==> src/rtl/alu_muldiv_seq.sv <==
// rtl/alu_muldiv_seq.sv - iterative unsigned MULTU/DIVU sequencer driving the shared ALU, holds HI/LO
module alu_muldiv_seq #(
  parameter int         WIDTH   = 32,
  parameter logic [2:0] OP_ADD  = 3'b010,
  parameter logic [2:0] OP_SUB  = 3'b011,
  parameter logic [2:0] OP_IDLE = 3'b000
) (
  input  logic             clk,
  input  logic             reset,
  input  logic             start,
  input  logic             md_op,
  input  logic [WIDTH-1:0] src_a,
  input  logic [WIDTH-1:0] src_b,
  input  logic             mt_hi,
  input  logic             mt_lo,
  output logic [WIDTH-1:0] alu_a,
  output logic [WIDTH-1:0] alu_b,
  output logic [2:0]       alu_op,
  input  logic [WIDTH-1:0] alu_result,
  output logic             busy,
  output logic             done,
  output logic [WIDTH-1:0] hi,
  output logic [WIDTH-1:0] lo
);

  localparam int CW = $clog2(WIDTH);
  localparam logic [CW-1:0] LAST = CW'(WIDTH - 1);

  typedef enum logic [1:0] {
    S_IDLE,
    S_CALC,
    S_DONE
  } state_t;

  state_t           state;
  logic             op_div;
  logic [WIDTH-1:0] m;
  logic [CW-1:0]    cnt;

  // Partial remainder for this divide step: HI shifted left, next dividend bit in.
  logic [WIDTH-1:0] rs;
  logic             ge;
  logic             carry;

  assign rs    = {hi[WIDTH-2:0], lo[WIDTH-1]};
  // The bit shifted out of HI makes the 33-bit remainder at least 2^WIDTH > M.
  assign ge    = hi[WIDTH-1] | (rs >= m);
  // Carry out of hi + M, recovered without widening the ALU.
  assign carry = (alu_result < hi);

  // ALU request for the current step; idle (AND of zeros) whenever no add/sub is needed.
  always_comb begin
    alu_op = OP_IDLE;
    alu_a  = '0;
    alu_b  = '0;
    if (state == S_CALC) begin
      if (op_div) begin
        alu_op = OP_SUB;
        alu_a  = rs;
        alu_b  = m;
      end else if (lo[0]) begin
        alu_op = OP_ADD;
        alu_a  = hi;
        alu_b  = m;
      end
    end
  end

  // Sequencer FSM with HI/LO/M datapath registers and registered busy/done.
  always_ff @(posedge clk or negedge reset) begin
    if (!reset) begin
      state  <= S_IDLE;
      op_div <= 1'b0;
      m      <= '0;
      cnt    <= '0;
      hi     <= '0;
      lo     <= '0;
      busy   <= 1'b0;
      done   <= 1'b0;
    end else begin
      case (state)
        S_IDLE: begin
          done <= 1'b0;
          if (start) begin
            op_div <= md_op;
            hi     <= '0;
            lo     <= md_op ? src_a : src_b;
            m      <= md_op ? src_b : src_a;
            cnt    <= '0;
            busy   <= 1'b1;
            state  <= S_CALC;
          end else begin
            if (mt_hi) hi <= src_a;
            if (mt_lo) lo <= src_a;
          end
        end
        S_CALC: begin
          if (op_div) begin
            hi <= ge ? alu_result : rs;
            lo <= {lo[WIDTH-2:0], ge};
          end else if (lo[0]) begin
            {hi, lo} <= {carry, alu_result, lo[WIDTH-1:1]};
          end else begin
            {hi, lo} <= {1'b0, hi, lo[WIDTH-1:1]};
          end
          cnt <= cnt + 1'b1;
          if (cnt == LAST) begin
            busy  <= 1'b0;
            done  <= 1'b1;
            state <= S_DONE;
          end
        end
        S_DONE: begin
          done  <= 1'b0;
          state <= S_IDLE;
        end
        default: begin
          busy  <= 1'b0;
          done  <= 1'b0;
          state <= S_IDLE;
        end
      endcase
    end
  end

endmodule

==> config.mk <==
export PLATFORM = sky130hd
export DESIGN_NAME = alu_muldiv_seq
export DESIGN_NICKNAME = d
export VERILOG_FILES = /design/src/rtl/alu_muldiv_seq.sv
export SDC_FILE = /design/constraint.sdc
export NUM_CORES = 1
export LEC_CHECK = 0
export CORE_MARGIN = 10
export CORE_UTILIZATION = 35
export CTS_CLUSTER_DIAMETER = 30
export DETAILED_ROUTE_END_ITERATION = 7
export PLACE_DENSITY = 0.6
export SLEW_MARGIN = 30
export SYNTH_ARGS = -nofsm -noshare
export SYNTH_HDL_FRONTEND = slang
export SYNTH_SLANG_ARGS = --single-unit
==> constraint.sdc <==
create_clock -name clk -period 3.45 [get_ports clk]
set_input_delay 0.8625 -clock clk [delete_from_list [all_inputs] [get_ports clk]]
set_output_delay 0.8625 -clock clk [all_outputs]
set_load 0.01 [all_outputs]
# After elaboration in Yosys (flattened, before gate mapping)
# Cells that the tools add are included.
dict set report classes {
  shifts 0
  multipliers 0
  n_bitwise 2
  mux 32
  order_cmp 2
  addsub 1
  reduce_logical 8
  div 0
  eq_ne 7
}
# op count
set op_table {}
lappend op_table {{32-bit 2-to-1 mux} 17}
lappend op_table {{32-bit case mux with 2 select lines} 2}
lappend op_table {{32-bit >= comparator} 1}
lappend op_table {{32-bit less-than comparator} 1}
lappend op_table {{2-bit 2-to-1 mux} 5}
lappend op_table {{5-bit case mux with 2 select lines} 1}
lappend op_table {{2-bit AND reduction} 5}
lappend op_table {{3-bit != test (second input constant)} 2}
lappend op_table {{5-bit by 1-bit adder with 5-bit output (second input constant)} 1}
lappend op_table {{5-bit equality test (second input constant)} 1}
lappend op_table {{5-bit 2-to-1 mux} 1}
lappend op_table {{1-bit 2-to-1 mux} 4}
lappend op_table {{2-bit case mux with 2 select lines} 1}
lappend op_table {{1-bit case mux with 3 select lines} 1}
lappend op_table {{3-bit AND reduction} 1}
lappend op_table {{2-bit by 1-bit equality test with 1-bit output (second input constant)} 1}
lappend op_table {{2-bit equality test (second input constant)} 1}
lappend op_table {{2-bit zero test} 1}
lappend op_table {{2-bit by 1-bit != test with 1-bit output (second input constant)} 1}
lappend op_table {{2-bit != test (second input constant)} 1}
lappend op_table {{2-bit nonzero test} 1}
lappend op_table {{1-bit inverter} 1}
lappend op_table {{1-bit bitwise OR} 1}
dict set report word_totals {
  ramBits 0
  wordCells 60
  latchBits 0
  regBits 106
  rom_bits 0
  out_inout_bits 133
  inputBits 102
  memories 0
}

# Depth between registers and ports, before layout
dict set report logic_depth {
  word_depth 5
  depth_mapped 10
  mapped_depth_nobuf 8
}

# Worst setup path before layout
# No wires, ideal clock.
dict set report synth_timing {
  path_kind {register to output}
  from {register lo[0]}
  to {output port alu_b[10]}
  path_buffers 3
  required_time_ns 2.588
  path_slack_ns 1.009
  arrival_time_ns 1.578
  path_stages_with_launch 6
  path_cell_list {dfrtp_1 clkbuf_1 clkbuf_1 nor2_1 clkbuf_1 nor3_1}
}
dict set report synth_via {
  elab_chain_len 3
}
# element line_no
set synth_rtl {}
lappend synth_rtl {{start, declared} 23} ;# output logic [WIDTH-1:0] lo
lappend synth_rtl {{start signal, assigned} 87} ;# lo <= md_op ? src_a : src_b;
lappend synth_rtl {{start signal, assigned} 94} ;# if (mt_lo) lo <= src_a;
lappend synth_rtl {{start signal, assigned} 100} ;# lo <= {lo[WIDTH-2:0], ge};
lappend synth_rtl {{32-bit 2-to-1 mux} 61} ;# end else if (lo[0]) begin
lappend synth_rtl {{32-bit 2-to-1 mux} 57} ;# if (op_div) begin
lappend synth_rtl {{32-bit 2-to-1 mux} 56} ;# if (state == S_CALC) begin
lappend synth_rtl {{end, declared} 17} ;# output logic [WIDTH-1:0] alu_b,
# No other way between the ends.

# Worst setup path after layout
dict set report layout_timing {
  from {register state[1]}
  to {output port alu_b[29]}
}
dict set report layout_via {
  elab_chain_len 2
}
# element line_no
set layout_rtl {}
lappend layout_rtl {{start, declared} 35} ;# state_t state;
lappend layout_rtl {{start signal, assigned} 72} ;# state <= S_IDLE;
lappend layout_rtl {{start signal, assigned} 91} ;# state <= S_CALC;
lappend layout_rtl {{start signal, assigned} 110} ;# state <= S_DONE;
lappend layout_rtl {{2-bit by 1-bit equality test with 1-bit output} 56}
lappend layout_rtl {{32-bit 2-to-1 mux} 56}
# No other way between the ends.

==> reports/results.txt <==
NumNets Final: 1,618
Compound-gate portion of the synthesized area: 21.1%
Final hold violations: 0
Yosys warns: 0
WP data required: 2590 ps
Met2 usage: 35.9%
Final setup violation count: 0
Multiplexer area fraction after synthesis: 7.53%
Period utilization: 95.9%
Wire per inst: 20.5 um
Drt total wl: 36.8 mm
HPWL after detailed placement: 27.8 mm
DR vias/cell: 5.56
Most used routing layer: met2
Simple-Gate Fraction of Synth Area: 26.3%
First-pass GRT wire length: 57.6 mm
Global-route total usage across every layer: 21.7%
Area of the die: 33,000 sq um
GRT overflow: 0
DRT iter0 DRCs: 902
Max transition margin: 43.0%
Chip height: 182 um
XOR/XNOR share of the synthesized area: 0.191%
Fraction of registers with async set or reset after synthesis: 100%
Clock slew at reported path FFs: 80 ps
Vias in the first global route: 9,739
Largest net degree at the start of global routing: 65
Max-slew violations: 0
IO Port Bufs: 233
Site Rows: 59
Adder-cell area share of the yosys netlist: 8.89%
Syn Area/Cell: 7.23 sq um
CORE AREA: 25,900 sq um
# IOs: 235
Final ANT Viol Nets: 0
M1 GR Usage: 27.4%
Final clock skew: 12.9 ps
Setup crit end kind: output pin
Crit path max fanout: 46
Register area share after synthesis: 29.0%
Drc violations: 0
TritonCTS clock tree: built
Distinct cells, synth: 48
Die extent in x: 182 um
CTS Buf Count: 9
Post-Syn Nets: 1,433
WP data arrival: 2440 ps
CP startpoint kind: flop
Max Freq: 302 MHz
Root Driver: clkbuf_16
Filler cells: 2,619
PD cells: 961 nW/um^2
CTS Hold Bufs: 0
GR Util met3: 4.73%
Seq cells post-synth: 106
P_leak: 5.12 nW
HP Class: in -> async
Initial antenna violation count: 2
Max Cap Viol: 0
Pwr Total: 11.7 mW
Clock buffer depth: 2
H-tree Lvls: 3
Clk sinks: 106
Combinational family with the most area after synthesis: simple AND/OR/NAND/NOR gates
Routed via count: 9,961
R2r worst-path depth: 7
Status: complete, no violations
Starting Density: 35.3%
Placer Congestion: 0.898
Mapped cell area: 9150 sq um
Peak VDD IR: 0.520 mV
Area occupied by multi-input gates: 5910 sq um
Layout cells sized above 1: 6.52%
Syn Inst Count: 1,266
Syn-to-layout area delta: 32.5%
Main synth FF type: dfrtp_1
EDFF count, synth: 0
Final min period: 3310 ps
Setup_tns: 0 ps
Storage cell area: 2650 sq um
Crit path kind: reg -> out
Clk_lat worst skew: 370 ps
RSZ-0062 raised after global routing: no
DRT Pass-1 Iters: 5
Worst slew pin tran: 853 ps
critical path: stages (launching register included):
cell             delay (ps)
dfrtp_1                 480
inv_1                   240
nand2_4                 370
nor3_1                  390
clkdlybuf4s50_1         610
synthesized netlist by cell type, drive strengths merged, types with 2 or more instances:
| master | number | area (sq um) |
|---|---|---|
| mux2 | 31 | 349 |
| a211oi | 3 | 22.5 |
| a31oi | 33 | 221 |
| nor2b | 4 | 25.0 |
| nor3b | 2 | 20.0 |
| nand4 | 8 | 50.1 |
| and3 | 3 | 18.8 |
| nor3 | 34 | 170 |
| mux2i | 34 | 340 |
| clkbuf | 72 | 270 |
| nand3 | 101 | 505 |
| ha | 65 | 813 |
| o22ai | 2 | 12.5 |
| a2111oi | 3 | 32.5 |
| o21a | 2 | 15.0 |
| and4 | 6 | 52.6 |
| xor2 | 2 | 17.5 |
| a22oi | 32 | 240 |
| or4 | 2 | 15.0 |
| dfrtp | 106 | 2650 |
| nor2 | 78 | 293 |
| a221oi | 2 | 17.5 |
| nand2 | 211 | 792 |
| buf | 21 | 120 |
| and2 | 5 | 31.3 |
| nand2b | 36 | 225 |
| inv | 67 | 251 |
| a21oi | 118 | 591 |
| or3 | 32 | 200 |
| o21ai | 140 | 701 |
path summary, 6_finish.rpt:
check                      startpoint   endpoint  slack [ps]
max                          state[1]  alu_b[29]         140
min                             reset     hi[24]         480
max reg2reg                    hi[26]     hi[14]         570
min reg2reg                     m[27]      m[27]         530
max in group asynchronous       reset     hi[28]        2100
min in group clk                m[27]      m[27]         530
cell type report:
type	instances	share of cell area, %
diodes	2	0.0413
clock inverters	6	0.454
well taps	335	3.46
clock buffers	10	1.89
inverters	67	2.07
flip-flops and latches	106	21.9
multi-input cells	1000	48.7
repair buffers	267	21.5
what timing repair did:
| action | in CTS | in global routing |
|---|---|---|
| setup buffers | 0 | 0 |
| resized for setup | 0 | 1 |
| endpoints found under the hold margin | 0 | 0 |
| endpoints found under the setup margin | 0 | 7 |
layer usage:
layer | share of wire (%) | routed length, um
met2 | 47 | 17300
met1 | 42 | 15600
met3 | 7.8 | 2870
met5 | 0 | 0
met4 | 2.6 | 966
logic make-up after synthesis:
family	after synthesis
AO/OA/AOI/OAI	344
AND/OR/NAND/NOR	523
buffers and inverters	160
XOR/XNOR	2
other	1
flip-flops	106
adder cells (fa/ha/maj)	65
multiplexers	65
state kept, by name (all words and copies together), names as in the netlist:
name / cells
busy: 1
cnt: 5
done: 1
hi: 32
lo: 32
m: 32
op_div: 1
state: 2
stage by stage:
step                hold WS, ps  setup slack [ps]  util [%]  std cells  cell area, sq um
floorplan                   490              1010         -       1266              9150
global placement            509               273      45.7       1775             11800
detailed placement          519               213      45.7       1775             11800
CTS                         494               114      46.8       1791             12100
global route                516              14.7      46.8       1793             12100
finish                      479               143      46.8       1793             12100
placed cells by master, fill, tap and decap left out, drive strengths merged, types with 4 or more instances in the layout:
| cell | instances |
|---|---|
| a21oi | 118 |
| nand2 | 211 |
| clkbuf | 10 |
| o21ai | 140 |
| and4 | 6 |
| nor2 | 78 |
| mux2i | 34 |
| nand4 | 8 |
| ha | 65 |
| nand2b | 36 |
| and2 | 5 |
| inv | 71 |
| buf | 36 |
| a31oi | 33 |
| nor3 | 34 |
| clkdlybuf4s50 | 231 |
| nand3 | 101 |
| mux2 | 31 |
| or3 | 32 |
| dfrtp | 106 |
| nor2b | 4 |
| a22oi | 32 |
where the power goes:
part	internal, mW	switching (mW)
sequential	1.88	0.763
clock	0.509	0.559
combinational	3.67	4.27
total	6.06	5.59
No activity file was read; power rests on OpenSTA's default activity.
